## src/rtl/mem_stage_if.sv

```systemverilog
// Data-memory port of the MEM stage: req/ack handshake with address, store data and load data.
interface mem_stage_if;
  logic        dmem_req;
  logic        dmem_we;
  logic [31:0] dmem_addr;
  logic [31:0] dmem_wdata;
  logic [31:0] dmem_rdata;
  logic        dmem_ack;

  modport master (
    output dmem_req, dmem_we, dmem_addr, dmem_wdata,
    input  dmem_rdata, dmem_ack
  );

  modport slave (
    input  dmem_req, dmem_we, dmem_addr, dmem_wdata,
    output dmem_rdata, dmem_ack
  );
endinterface

```

## src/rtl/mem_stage.sv

```systemverilog
// MIPS MEM stage: data-memory access with req/ack timeout, pipeline stall, branch/jump redirect, MEM/WB register.
// Optional MEM_STAGE_ALIGN_CHECK_EN: blocks unaligned accesses and raises a sticky misalign flag.
module mem_stage #(
  parameter int unsigned TIMEOUT_CYCLES = 16
) (
  input  logic        clk,
  input  logic        rst,
  input  logic [4:0]  in_write_reg,
  input  logic [31:0] in_write_data,
  input  logic [31:0] in_alu_result,
  input  logic        in_zero,
  input  logic [31:0] in_pc,
  input  logic [31:0] in_pc_jump,
  input  logic [27:0] in_jump_inst,
  input  logic        in_branch,
  input  logic        in_mem_read,
  input  logic        in_mem_write,
  input  logic        in_reg_write,
  input  logic        in_mem_reg,
  input  logic        in_jump,
  mem_stage_if.master dmem,
  output logic        stall,
  output logic        redirect,
  output logic [31:0] pc_target,
  output logic        bus_err,
  output logic [4:0]  out_write_reg,
  output logic [31:0] out_read_data,
  output logic [31:0] out_alu_result,
  output logic        out_reg_write,
`ifdef MEM_STAGE_ALIGN_CHECK_EN
  output logic        misalign,
`endif
  output logic        out_mem_reg
);

  localparam logic [7:0] LAST = 8'(TIMEOUT_CYCLES - 1);

  typedef enum logic {S_IDLE, S_WAIT} state_t;

  state_t     state, state_next;
  logic [7:0] cnt;
  logic       mem_op, issue, req, abort, wb_kill;

  assign mem_op = in_mem_read | in_mem_write;

`ifdef MEM_STAGE_ALIGN_CHECK_EN
  logic bad_align;
  assign bad_align = mem_op & (in_alu_result[1:0] != 2'b00);
  assign issue     = mem_op & ~bad_align;
  assign wb_kill   = abort | bad_align;

  always_ff @(posedge clk) begin
    if (rst)            misalign <= 1'b0;
    else if (bad_align) misalign <= 1'b1;
  end
`else
  assign issue   = mem_op;
  assign wb_kill = abort;
`endif

  assign dmem.dmem_req   = req;
  assign dmem.dmem_we    = in_mem_write;
  assign dmem.dmem_addr  = in_alu_result;
  assign dmem.dmem_wdata = in_write_data;

  always_ff @(posedge clk) begin
    if (rst) state <= S_IDLE;
    else     state <= state_next;
  end

  always_comb begin
    state_next = state;
    case (state)
      S_IDLE: if (issue && !dmem.dmem_ack)  state_next = S_WAIT;
      S_WAIT: if (dmem.dmem_ack || abort)   state_next = S_IDLE;
      default: state_next = S_IDLE;
    endcase
  end

  // Reset gates the bus request combinationally so a pending access drops immediately.
  always_comb begin
    req   = 1'b0;
    abort = 1'b0;
    if (!rst) begin
      case (state)
        S_IDLE: req = issue;
        S_WAIT: begin
          req   = 1'b1;
          abort = !dmem.dmem_ack && (cnt == LAST);
        end
        default: req = 1'b0;
      endcase
    end
    stall = req & ~dmem.dmem_ack & ~abort;
  end

  always_ff @(posedge clk) begin
    if (rst || state != S_WAIT || dmem.dmem_ack || abort) cnt <= '0;
    else if (cnt != 8'hFF)                               cnt <= cnt + 8'd1;
  end

  always_ff @(posedge clk) begin
    if (rst)        bus_err <= 1'b0;
    else if (abort) bus_err <= 1'b1;
  end

  always_ff @(posedge clk) begin
    if (rst) begin
      out_write_reg  <= '0;
      out_read_data  <= '0;
      out_alu_result <= '0;
      out_reg_write  <= 1'b0;
      out_mem_reg    <= 1'b0;
    end else if (stall) begin
      out_reg_write <= 1'b0;
      out_mem_reg   <= 1'b0;
    end else begin
      out_write_reg  <= in_write_reg;
      out_alu_result <= in_alu_result;
      out_read_data  <= (in_mem_read && req && dmem.dmem_ack) ? dmem.dmem_rdata : '0;
      out_reg_write  <= in_reg_write & ~wb_kill;
      out_mem_reg    <= in_mem_reg;
    end
  end

  always_comb begin
    redirect  = 1'b0;
    pc_target = in_pc;
    if (!rst && !stall) begin
      if (in_jump) begin
        redirect  = 1'b1;
        pc_target = {in_pc[31:28], in_jump_inst};
      end else if (in_branch && in_zero) begin
        redirect  = 1'b1;
        pc_target = in_pc_jump;
      end
    end
  end

endmodule

```

## src/flat_wrapper.sv

```systemverilog
// flat-port wrapper written by rule: the top's interface ports become plain ports
module mem_stage_flat 
#(
  parameter int unsigned TIMEOUT_CYCLES = 16
)
  (clk, rst, in_write_reg, in_write_data, in_alu_result, in_zero, in_pc, in_pc_jump, in_jump_inst, in_branch, in_mem_read, in_mem_write, in_reg_write, in_mem_reg, in_jump, stall, redirect, pc_target, bus_err, out_write_reg, out_read_data, out_alu_result, out_reg_write, out_mem_reg, dmem_dmem_req, dmem_dmem_we, dmem_dmem_addr, dmem_dmem_wdata, dmem_dmem_rdata, dmem_dmem_ack);
  mem_stage_if dmem_i ();
  input  logic clk;
  input  logic rst;
  input  logic [4:0] in_write_reg;
  input  logic [31:0] in_write_data;
  input  logic [31:0] in_alu_result;
  input  logic in_zero;
  input  logic [31:0] in_pc;
  input  logic [31:0] in_pc_jump;
  input  logic [27:0] in_jump_inst;
  input  logic in_branch;
  input  logic in_mem_read;
  input  logic in_mem_write;
  input  logic in_reg_write;
  input  logic in_mem_reg;
  input  logic in_jump;
  output logic stall;
  output logic redirect;
  output logic [31:0] pc_target;
  output logic bus_err;
  output logic [4:0] out_write_reg;
  output logic [31:0] out_read_data;
  output logic [31:0] out_alu_result;
  output logic out_reg_write;
  output logic out_mem_reg;
  output wire logic [$bits(dmem_i.dmem_req)-1:0] dmem_dmem_req;
  output wire logic [$bits(dmem_i.dmem_we)-1:0] dmem_dmem_we;
  output wire logic [$bits(dmem_i.dmem_addr)-1:0] dmem_dmem_addr;
  output wire logic [$bits(dmem_i.dmem_wdata)-1:0] dmem_dmem_wdata;
  input wire logic [$bits(dmem_i.dmem_rdata)-1:0] dmem_dmem_rdata;
  input wire logic [$bits(dmem_i.dmem_ack)-1:0] dmem_dmem_ack;
  assign dmem_dmem_req = dmem_i.dmem_req;
  assign dmem_dmem_we = dmem_i.dmem_we;
  assign dmem_dmem_addr = dmem_i.dmem_addr;
  assign dmem_dmem_wdata = dmem_i.dmem_wdata;
  assign dmem_i.dmem_rdata = dmem_dmem_rdata;
  assign dmem_i.dmem_ack = dmem_dmem_ack;
  mem_stage #(.TIMEOUT_CYCLES(TIMEOUT_CYCLES)) u_core (.clk(clk), .rst(rst), .in_write_reg(in_write_reg), .in_write_data(in_write_data), .in_alu_result(in_alu_result), .in_zero(in_zero), .in_pc(in_pc), .in_pc_jump(in_pc_jump), .in_jump_inst(in_jump_inst), .in_branch(in_branch), .in_mem_read(in_mem_read), .in_mem_write(in_mem_write), .in_reg_write(in_reg_write), .in_mem_reg(in_mem_reg), .in_jump(in_jump), .dmem(dmem_i), .stall(stall), .redirect(redirect), .pc_target(pc_target), .bus_err(bus_err), .out_write_reg(out_write_reg), .out_read_data(out_read_data), .out_alu_result(out_alu_result), .out_reg_write(out_reg_write), .out_mem_reg(out_mem_reg));
endmodule
```

## config.mk

```make
export PLATFORM = sky130hd
export DESIGN_NAME = mem_stage_flat
export DESIGN_NICKNAME = d
export VERILOG_FILES = /design/src/rtl/mem_stage_if.sv /design/src/rtl/mem_stage.sv /design/src/flat_wrapper.sv
export SDC_FILE = /design/constraint.sdc
export NUM_CORES = 1
export LEC_CHECK = 0
export ABC_AREA = 0
export BUFFER_PORTS_ARGS = -buffer_cell sky130_fd_sc_hd__buf_4
export CAP_MARGIN = 25
export CELL_PAD_IN_SITES_DETAIL_PLACEMENT = 0
export CELL_PAD_IN_SITES_GLOBAL_PLACEMENT = 1
export CORE_AREA = 2 2 144 146
export CTS_BUF_LIST = sky130_fd_sc_hd__clkbuf_8
export DETAILED_ROUTE_END_ITERATION = 16
export DIE_AREA = 0 0 146 148
export GPL_ROUTABILITY_DRIVEN = 0
export PLACE_DENSITY_LB_ADDON = 0.1
export SYNTH_ARGS = -nofsm -noshare
export SYNTH_HDL_FRONTEND = slang
export SYNTH_SLANG_ARGS = --single-unit
```

## constraint.sdc

```tcl
create_clock -name clk -period 3.45 [get_ports clk]
set_input_delay 0 -clock clk [delete_from_list [all_inputs] [get_ports clk]]
set_output_delay 0 -clock clk [all_outputs]
set_load 0.02 [all_outputs]
```

==> results.json, run 1 <==
{
  "grt.total_usage_pct": 13.2,
  "rsz0062_at_grt": "false",
  "synth_xor_xnor_area_share_pct": 0.661,
  "cts.sinks": 81,
  "n_antenna_cell": 0,
  "die_x_um": 146,
  "path_cells": "or4_4, nor3_4, nor2_2, buf_4, o2bb2ai_1, buf_4",
  "critPathMostFrequentCell": "buf_4",
  "endpoint_kind": "output pin",
  "cts_made_buffers": 9,
  "max-cap-violations": 0,
  "drc": 0,
  "dieArea_um2": 21600,
  "crit_family": "simple AND/OR/NAND/NOR gates",
  "globalRouteOverflowTotal": 0,
  "combinationalPowerShare_pct": 27.4,
  "syn_area_um2": 3980,
  "synth_cells": 394,
  "slew-limit-headroom_pct": 40.5,
  "fin_crit_sh_pct": 72.2,
  "root_buffer": "clkbuf_8",
  "num_vias": 4144,
  "antenna_found_initial": 0,
  "clock_latency_ps": 360,
  "p_sw_mw": 0.700,
  "max_stage_delay_ps": 550,
  "reg_top3": "u_core.out_alu_result: 32 flops, u_core.out_read_data: 32 flops, u_core.cnt: 8 flops",
  "fin_crit_ps": 2490,
  "die-height_um": 148,
  "cts_buffer_depth": 2,
  "synth_top_family_by_area": "compound AO/OA/AOI/OAI gates",
  "powerDensity_nw_per_um2": 360,
  "coreArea_um2": 20000,
  "cts.clk_slew.worst_paths_ps": 80,
  "power_leakage_nw": 3.28,
  "hold_viol_final": 0,
  "critical_path_class": "reg2out",
  "status": "finished, final reports clean",
  "synth_ff_type": "dfxtp_1",
  "seqPwrFrac_pct": 39.6,
  "htree_levels": 3,
  "cts_tree": "built",
  "timing.fmax_mhz": 401,
  "synth-adder-area-share_pct": 0.315,
  "cp_data_arrival_time_ps": 2490,
  "synth_fp_nets": 598,
  "first_iter_violations": 85,
  "wl_per_cell_um": 15.2,
  "via_per_inst": 4.25,
  "drv_slew": 0,
  "synth.area.mux_share_pct": 11.6,
  "fin_total_pwr_mw": 2.55,
  "final_area_um2": 7080,
  "grt_max_degree": 71,
  "netSwitchingFraction_pct": 27.5,
  "min_path_type": "in2out",
  "wl_um": 14800,
  "cp.required_ps": 3450,
  "crit_buf_inv": 2,
  "ios": 375,
  "grt_pass1_vias": 4324,
  "finalClockSkew_ps": 10.1,
  "synth_compound_area_share_pct": 20.1,
  "grt_pass1_wl_um": 22600,
  "synth_edf_count": 0,
  "async_flop_share_pct": 0,
  "setup_viol": 0,
  "syn_area_per_cell_um2": 10.1,
  "synth.distinct_cells": 34,
  "drt_pass1_iterations": 4,
  "ir_drop_mv": 0.201,
  "synth_warnings": 0,
  "yosys.area_share.simple_pct": 11.3,
  "startpoint_type": "flop",
  "rows": 52,
  "internal-power_mw": 1.85,
  "dp_hpwl_um": 11000,
  "synth-seq-cells": 81,
  "layout.nets": 904,
  "placed_area_um2": 6120,
  "portBuffers": 310,
  "tns_ps": 0,
  "drive_gt1_share_pct": 48.4,
  "cts_resized": 0,
  "path_max_fanout": 18,
  "ys_seq_area_share_pct": 40.8,
  "detail-route-antenna-nets": 0,
  "initial_utilization_pct": 19.8,
  "slowest_stage": "or4_4",
  "area.growth.synth_to_final_pct": 78.2,
  "worstMarginPinSlew_ps": 893,
  "nFillCells": 2055,
  "clock_power_share_pct": 33.0
}
-- routing by layer --
layer,vias up,part of all wire (%),wire (um),global-route usage [%]
met1,1922,37,5540,13.5
met2,224,53,7790,24.6
met3,16,8.8,1300,5.25
met4,0,1.2,175,4.17
li1,1982,-,-,-
met5,-,0,0,0
-- worst paths after layout --
| check | start | endpoint | slack, ps | cells after the start |
|---|---|---|---|---|
| hold / removal | in_write_data[11] | dmem_dmem_wdata[11] | 0.008 | 0 |
| setup / recovery | u_core.cnt[4] | pc_target[5] | 960 | 6 |
| hold reg to reg | u_core.out_alu_result[25] | u_core.out_alu_result[25] | 470 | 1 |
| setup reg to reg | u_core.cnt[4] | u_core.out_alu_result[19] | 1160 | 5 |
-- synth_stat cells (all sizes together), types with 4 or more instances --
cell type	n	area (um^2)
nor3	6	41.3
o2bb2ai	28	245
dfxtp	81	1620
buf	71	518
clkbuf	21	78.8
nor2b	37	231
a22o	32	280
nor2	15	56.3
o21ai	4	20.0
a22oi	28	210
mux2	41	462
-- cells in the final DEF, fill, tap and decap left out, drive strengths merged, types with 2 or more instances in the layout --
master       instances
dfxtp               81
and3                 3
nand2                3
nand3                3
buf                315
a31oi                2
dlygate4sd3         72
xor2                 3
inv                  3
nor2b               37
clkinv               3
nor3                 6
nor3b                2
nor2                15
o21ai                4
clkbuf               9
o2bb2ai             28
bufinv               3
a22o                32
a22oi               28
mux2                41
nor4                 2
-- power by group through the flow --
stage / Sequential (mW) / Combinational, mW / Clock, mW
2_1_floorplan: 1.09 / 0.298 / 0
3_3_place_gp: 1.03 / 0.633 / 0
3_5_place_dp: 1.03 / 0.639 / 0
4_1_cts: 1.01 / 0.707 / 0.889
5_1_grt: 1.02 / 0.745 / 0.920
6_report: 1.01 / 0.697 / 0.840
-- cell families after synthesis --
kind of cell               after synthesis
and+or+nand+nor                         76
adders and majority gates                1
AOI/OAI and AO/OA                       98
muxes                                   41
DFF                                     81
xor gates and xnor gates                 3
buffers and inverters                   94
-- stage by stage --
step | util, % | hold slack (ps) | instances | setup WS [ps]
floorplan | - | 78.5 | 394 | 1590
global placement | 30.4 | 0.137 | 886 | 1190
detailed placement | 30.5 | 0.137 | 887 | 1140
CTS | 35.3 | 0.137 | 975 | 853
global route | 35.3 | 0.0307 | 975 | 754
finish | 35.3 | 0.00777 | 975 | 959
-- cell type report --
| cell class | count | area [um^2] | area share, % |
|---|---|---|---|
| Timing Repair Buffer | 387 | 3110 | 43.8 |
| Multi-Input combinational cell | 219 | 1770 | 24.9 |
| Sequential cell | 81 | 1620 | 22.9 |
| Tap cell | 270 | 338 | 4.77 |
| Clock buffer | 9 | 124 | 1.75 |
| Clock inverter | 7 | 120 | 1.70 |
| Inverter | 2 | 7.51 | 0.106 |
-- timing repair --
| item | in CTS | in global routing |
|---|---|---|
| endpoints found under the setup margin | 0 | 0 |
| hold buffers | 72 | 0 |
| hold endpoints to repair | 72 | 0 |
| buffers inserted | 0 | 0 |
Note: power is estimated with default switching activity, not from simulation.
==> run 2, diff against run 1 <==
--- a/config.mk
+++ b/config.mk
@@ -5,15 +5,15 @@
 export SDC_FILE = /design/constraint.sdc
 export NUM_CORES = 1
 export LEC_CHECK = 0
-export ABC_AREA = 0
+export ABC_AREA = 1
 export BUFFER_PORTS_ARGS = -buffer_cell sky130_fd_sc_hd__buf_4
 export CAP_MARGIN = 25
 export CELL_PAD_IN_SITES_DETAIL_PLACEMENT = 0
 export CELL_PAD_IN_SITES_GLOBAL_PLACEMENT = 1
-export CORE_AREA = 2 2 144 146
+export CORE_AREA = 2 2 147 149
 export CTS_BUF_LIST = sky130_fd_sc_hd__clkbuf_8
 export DETAILED_ROUTE_END_ITERATION = 16
-export DIE_AREA = 0 0 146 148
+export DIE_AREA = 0 0 149 151
 export GPL_ROUTABILITY_DRIVEN = 0
 export PLACE_DENSITY_LB_ADDON = 0.1
 export SYNTH_ARGS = -nofsm -noshare
==> constraint.sdc (replaced) <==
create_clock -name clk -period 2.4 [get_ports clk]
set_input_delay 0 -clock clk [delete_from_list [all_inputs] [get_ports clk]]
set_output_delay 0 -clock clk [all_outputs]
set_load 0.02 [all_outputs]
==> run 2 against run 1 <==
Net effect:
- via count rose by 35%
- sequential share of layout area fell by 1.8 points
- clock skew rose by 6.3 ps
- register-to-register slack got worse by 450 ps
- first-iteration DRC count rose by 100%
- largest cell class unchanged
==> results.json, run 2 <==
{
  "max-cap-violations": 0,
  "drv_slew": 0,
  "reg2reg_depth": 8,
  "multi_input_area_um2": 2300,
  "whs_path_depth": 0,
  "combinationalPowerShare_pct": 31.1,
  "rrSetupSlack_ps": 710,
  "via_per_inst": 4.21,
  "synth-seq-cells": 81,
  "clock_latency_ps": 370,
  "synth_ff_type": "dfxtp_1",
  "async_flop_share_pct": 0,
  "grt.total_usage_pct": 16.6,
  "crit_start": "rst",
  "critPathMostFrequentCell": "buf_4",
  "path_max_fanout": 40,
  "synth_top_area_share_pct": 34.0,
  "dieArea_um2": 22500,
  "ir_drop_mv": 0.318,
  "nFillCells": 2337,
  "fin_cells": 1330,
  "synth_warnings": 0,
  "fin_total_pwr_mw": 3.79,
  "dp.cells": 1242,
  "power_leakage_nw": 4.24,
  "netSwitchingFraction_pct": 32.1,
  "reg_top3": "u_core.out_alu_result: 32 flops, u_core.out_read_data: 32 flops, u_core.cnt: 8 flops",
  "rows": 53,
  "slowest_stage": "dlygate4sd3_1",
  "r2r_start": "u_core.cnt[0]",
  "final_cell_mix": "nand2_1 (408), buf_4 (317), dfxtp_1 (81)",
  "grt_pass1_vias": 5369,
  "root_buffer": "clkbuf_8",
  "final_common_cell": "nand2_1",
  "critical_path_class": "in2out",
  "synth_edf_count": 0,
  "fin_crit_ps": 2190,
  "wl_um": 19700,
  "detail-route-antenna-nets": 0,
  "syn_area_um2": 4770,
  "wl_per_cell_um": 14.8,
  "num_vias": 5597,
  "crit_buf_inv": 5,
  "drive_gt1_share_pct": 32.1,
  "whs_endpoint": "dmem_dmem_wdata[30]",
  "drc": 0,
  "worstMarginPinSlew_ps": 542,
  "area.growth.synth_to_final_pct": 61.0,
  "hold_viol_final": 0,
  "layout.nets": 1254,
  "seqPwrFrac_pct": 38.3,
  "drt_pass1_iterations": 5,
  "placed_area_um2": 6740,
  "syn_area_per_cell_um2": 6.26,
  "setup_viol": 0,
  "antenna_found_initial": 0,
  "fin_hold_ws_ps": 0.00883,
  "portBuffers": 310,
  "ys_seq_area_share_pct": 34.0,
  "slew-limit-headroom_pct": 63.9,
  "first_iter_violations": 173,
  "dp_hpwl_um": 13700,
  "cts_tree": "built",
  "initial_utilization_pct": 22.9,
  "worstHoldStart": "in_write_data[30]",
  "die-height_um": 151,
  "cts.sinks": 81,
  "place_ws_ps": 555,
  "timing.fmax_mhz": 456,
  "endpoint_kind": "output pin",
  "cts_buffer_depth": 2,
  "coreArea_um2": 20800,
  "fin_util_pct": 36.9,
  "powerDensity_nw_per_um2": 493,
  "synthTopCellsByArea": "dfxtp_1 (34%), nand2_1 (32%), buf_4 (11%)",
  "p_sw_mw": 1.22,
  "tns_ps": 0,
  "ys_top_cells_by_count": "nand2_1 (408), dfxtp_1 (81), nand3_1 (75), buf_4 (72), nand4_1 (33)",
  "globalRouteOverflowTotal": 0,
  "startpoint_type": "input port",
  "finalClockSkew_ps": 16.5,
  "clock_power_share_pct": 30.6,
  "path_cells": "dlygate4sd3_1, buf_4, clkinv_2, buf_4, nand2_4, nand2_1, nand2_1, buf_4",
  "rsz0062_at_grt": "false",
  "max_stage_delay_ps": 560,
  "synth_top_cell_by_area": "dfxtp_1",
  "die_x_um": 149,
  "fin_crit_sh_pct": 91.4,
  "worst_slack_ps": 205,
  "cts_made_buffers": 9,
  "final_area_um2": 7690,
  "synth.distinct_cells": 22,
  "crit_family": "buffers and inverters",
  "internal-power_mw": 2.57,
  "min_path_type": "in2out",
  "synth_fp_nets": 967,
  "cp_data_arrival_time_ps": 2190,
  "ios": 375,
  "yosysMostFrequentCell": "nand2_1",
  "grt_pass1_wl_um": 29200,
  "synth_cells": 763,
  "r2r-end": "u_core.out_alu_result[4]",
  "regArea_um2": 1620,
  "grt_max_degree": 71,
  "n_antenna_cell": 0,
  "status": "finished, final reports clean",
  "cp.required_ps": 2400,
  "htree_levels": 3
}
## run 2: cell types whose count changed after synthesis, moves of 32 or more
cell	previous run	this run
nor2b_1	37	0
a22o_1	32	0
mux2_1	37	0
nand2_1	3	408
nand4_1	1	33
nand3_1	3	75
## run 2: what timing repair did
item | in CTS | in global routing
endpoints found under the setup margin | 0 | 1
hold buffers | 72 | 0
resized for setup | 0 | 1
setup buffers | 0 | 0
endpoints found under the hold margin | 72 | 0
## run 2: worst max path at each step
stage | endpoint | slack (ps) | cells past startpoint
after floorplan | redirect | 880 | 8
after global placement | u_core.out_read_data[2] | 600 | 8
after detailed placement | u_core.out_alu_result[27] | 560 | 8
after CTS | stall | 70 | 9
after global routing | pc_target[0] | 40 | 9
final | pc_target[0] | 210 | 8
## run 2: layout make-up
type                            instances  share of cell area (%)
Sequential cell                        81                    21.1
Clock buffer                            9                    1.61
Tap cell                              275                    4.48
Timing Repair Buffer                  390                    40.6
Clock inverter                          7                    1.32
Inverter                               19                    1.01
Multi-Input combinational cell        549                    29.9
## run 2: cell families after synthesis
logic type | synth area share (%)
flops | 34.0
fa+ha+maj | 0.262
compound gates | 0.734
simple gates | 46.4
xor+xnor | 0.734
buf+inv | 17.9
## run 2: power by group through the flow
stage | Clock [mW] | Sequential [mW] | Combinational (mW)
floorplan | 0 | 1.57 | 0.563
global placement | 0 | 1.48 | 1.10
detailed placement | 0 | 1.48 | 1.09
CTS | 1.22 | 1.45 | 1.19
global route | 1.27 | 1.46 | 1.28
finish | 1.16 | 1.45 | 1.18
## run 2: per-layer routing
layer / track usage (%) / wire (um)
met5: 0 / 0
met4: 5.24 / 399
met3: 4.67 / 1650
met2: 28.2 / 9400
met1: 20.3 / 8280
==> run 3, diff against run 2 <==
--- a/config.mk
+++ b/config.mk
@@ -10,12 +10,11 @@
 export CAP_MARGIN = 25
 export CELL_PAD_IN_SITES_DETAIL_PLACEMENT = 0
 export CELL_PAD_IN_SITES_GLOBAL_PLACEMENT = 1
-export CORE_AREA = 2 2 147 149
-export CTS_BUF_LIST = sky130_fd_sc_hd__clkbuf_8
+export CORE_MARGIN = 3
+export CORE_UTILIZATION = 25
 export DETAILED_ROUTE_END_ITERATION = 16
-export DIE_AREA = 0 0 149 151
 export GPL_ROUTABILITY_DRIVEN = 0
-export PLACE_DENSITY_LB_ADDON = 0.1
+export PLACE_DENSITY = 0.91
 export SYNTH_ARGS = -nofsm -noshare
 export SYNTH_HDL_FRONTEND = slang
 export SYNTH_SLANG_ARGS = --single-unit
==> run 3 against run 2 <==
Net effect:
- non-clock buffer count grew 3
- die area down 7.6%
- fmax increased by 3.4%
- via count grew 3.2%
- wire length is 7.1% lower
- hold slack about the same
- combinational power barely moved
==> results.json, run 3 (synthesized netlist as in run 2, its figures left out) <==
{
  "startpoint_type": "flop",
  "cts_made_buffers": 9,
  "hold_viol_final": 0,
  "finalClockSkew_ps": 9.11,
  "critical_path_class": "reg2out",
  "endpoint_kind": "output pin",
  "placed_area_um2": 6700,
  "final_cell_mix": "nand2_1 (408), buf_4 (319), dfxtp_1 (81)",
  "clock_latency_ps": 350,
  "dp.cells": 1199,
  "cts_tree": "built",
  "tns_ps": 0,
  "area.growth.synth_to_final_pct": 62.1,
  "n_antenna_cell": 0,
  "r2r-end": "u_core.out_alu_result[19]",
  "globalRouteOverflowTotal": 0,
  "detail-route-antenna-nets": 0,
  "wl_per_cell_um": 14.2,
  "fin_cells": 1287,
  "wl_um": 18300,
  "cp_data_arrival_time_ps": 2120,
  "fin_crit_ps": 2120,
  "r2r_start": "u_core.cnt[0]",
  "power_leakage_nw": 4.29,
  "cp.required_ps": 2400,
  "drive_gt1_share_pct": 32.4,
  "reg_top3": "u_core.out_alu_result: 32 flops, u_core.out_read_data: 32 flops, u_core.cnt: 8 flops",
  "worst_slack_ps": 278,
  "path_max_fanout": 31,
  "whs_endpoint": "dmem_dmem_wdata[0]",
  "fin_total_pwr_mw": 4.08,
  "worstHoldStart": "in_write_data[0]",
  "rrSetupSlack_ps": 680,
  "post_cts_buffers": 0,
  "htree_levels": 3,
  "root_buffer": "clkbuf_16",
  "drv_slew": 0,
  "multi_input_area_um2": 2300,
  "setup_viol": 0,
  "max-cap-violations": 0,
  "cts_buffer_depth": 2,
  "grt.total_usage_pct": 16.4,
  "dieArea_um2": 20800,
  "portBuffers": 310,
  "num_vias": 5778,
  "drc": 0,
  "first_iter_violations": 212,
  "die-height_um": 144,
  "rows": 49,
  "timing.fmax_mhz": 471,
  "grt_pass1_vias": 5398,
  "coreArea_um2": 18300,
  "ios": 375,
  "antenna_found_initial": 0,
  "layout.nets": 1257,
  "slew-limit-headroom_pct": 57.3,
  "ir_drop_mv": 0.430,
  "nFillCells": 1888,
  "place_ws_ps": 572,
  "fin_crit_sh_pct": 88.4,
  "reg2reg_depth": 8,
  "drt_pass1_iterations": 5,
  "min_path_type": "in2out",
  "powerDensity_nw_per_um2": 527,
  "grt_pass1_wl_um": 27300,
  "final_common_cell": "nand2_1",
  "initial_utilization_pct": 26.0,
  "status": "finished, final reports clean",
  "rsz0062_at_grt": "false",
  "via_per_inst": 4.49,
  "cts.sinks": 81,
  "grt_max_degree": 63,
  "dp_hpwl_um": 12900,
  "regArea_um2": 1620,
  "worstMarginPinSlew_ps": 641,
  "cts.clk_slew.worst_paths_ps": 60,
  "whs_path_depth": 0,
  "die_x_um": 144,
  "final_area_um2": 7740
}
## run 3: cell count changes in the layout (fill, tap and decap cells not counted), sizes merged
cell | before | now
buf | 318 | 321
bufinv | 2 | 1
clkinv | 2 | 3
clkinvlp | 0 | 1
inv | 22 | 21
## run 3: stage by stage
stage / hold slack (ps) / utilization, %
4_1_cts: 0.137 / 42.2
6_report: 0.00885 / 42.2
3_5_place_dp: 0.137 / 36.6
3_3_place_gp: 0.137 / 36.6
2_1_floorplan: 69.1 / -
5_1_grt: 0.0322 / 42.2
## run 3: repair_timing
item | 4_1_cts | 5_1_grt
hold buffers | 72 | 0
gates resized for setup | 0 | 1
setup endpoints to repair | 0 | 5
endpoints found under the hold margin | 72 | 0
## run 3: area by class of cell
| cell class | instances | area share [%] |
|---|---|---|
| well taps | 229 | 3.70 |
| flip-flops and latches | 81 | 21.0 |
| clock inverters | 7 | 1.12 |
| clock buffers | 9 | 2.91 |
| multi-input cells | 549 | 29.7 |
| inverters | 19 | 0.970 |
| repair buffers | 393 | 40.7 |
## run 3: worst max-delay path, cell delays in order (launching register included)
cell	delay, ps
dfxtp_1	370
ha_1	220
nand3_1	120
nor2_1	140
nand2_2	100
nand2_4	110
buf_4	330
nand3_1	130
nand2_1	90
buf_4	130
## run 3: worst max-delay path by stage
stage | start | end | slack, ps | cells after the start
2_1_floorplan | u_core.cnt[0] | redirect | 880 | 8
3_3_place_gp | u_core.cnt[0] | pc_target[20] | 650 | 9
3_5_place_dp | u_core.cnt[0] | pc_target[15] | 570 | 9
4_1_cts | u_core.cnt[0] | pc_target[15] | 180 | 9
5_1_grt | u_core.cnt[0] | pc_target[30] | 70 | 9
6_report | u_core.cnt[0] | pc_target[26] | 280 | 9
## run 3: layer usage
metal / part of all wire, % / up-vias / wire length, um / global-route usage, %
met5: 0 / - / 0 / 0
met4: 1.8 / 0 / 333 / 5.35
met3: 9.3 / 31 / 1700 / 5.49
met2: 50 / 253 / 9250 / 29.6
met1: 38 / 2598 / 7050 / 17.9
li1: - / 2896 / - / -
## run 3: power breakdown
part | internal (mW) | switching [mW] | total [mW]
clock | 0.828 | 0.627 | 1.46
combinational | 0.559 | 0.610 | 1.17
sequential | 1.42 | 0.0389 | 1.46
total | 2.80 | 1.28 | 4.08
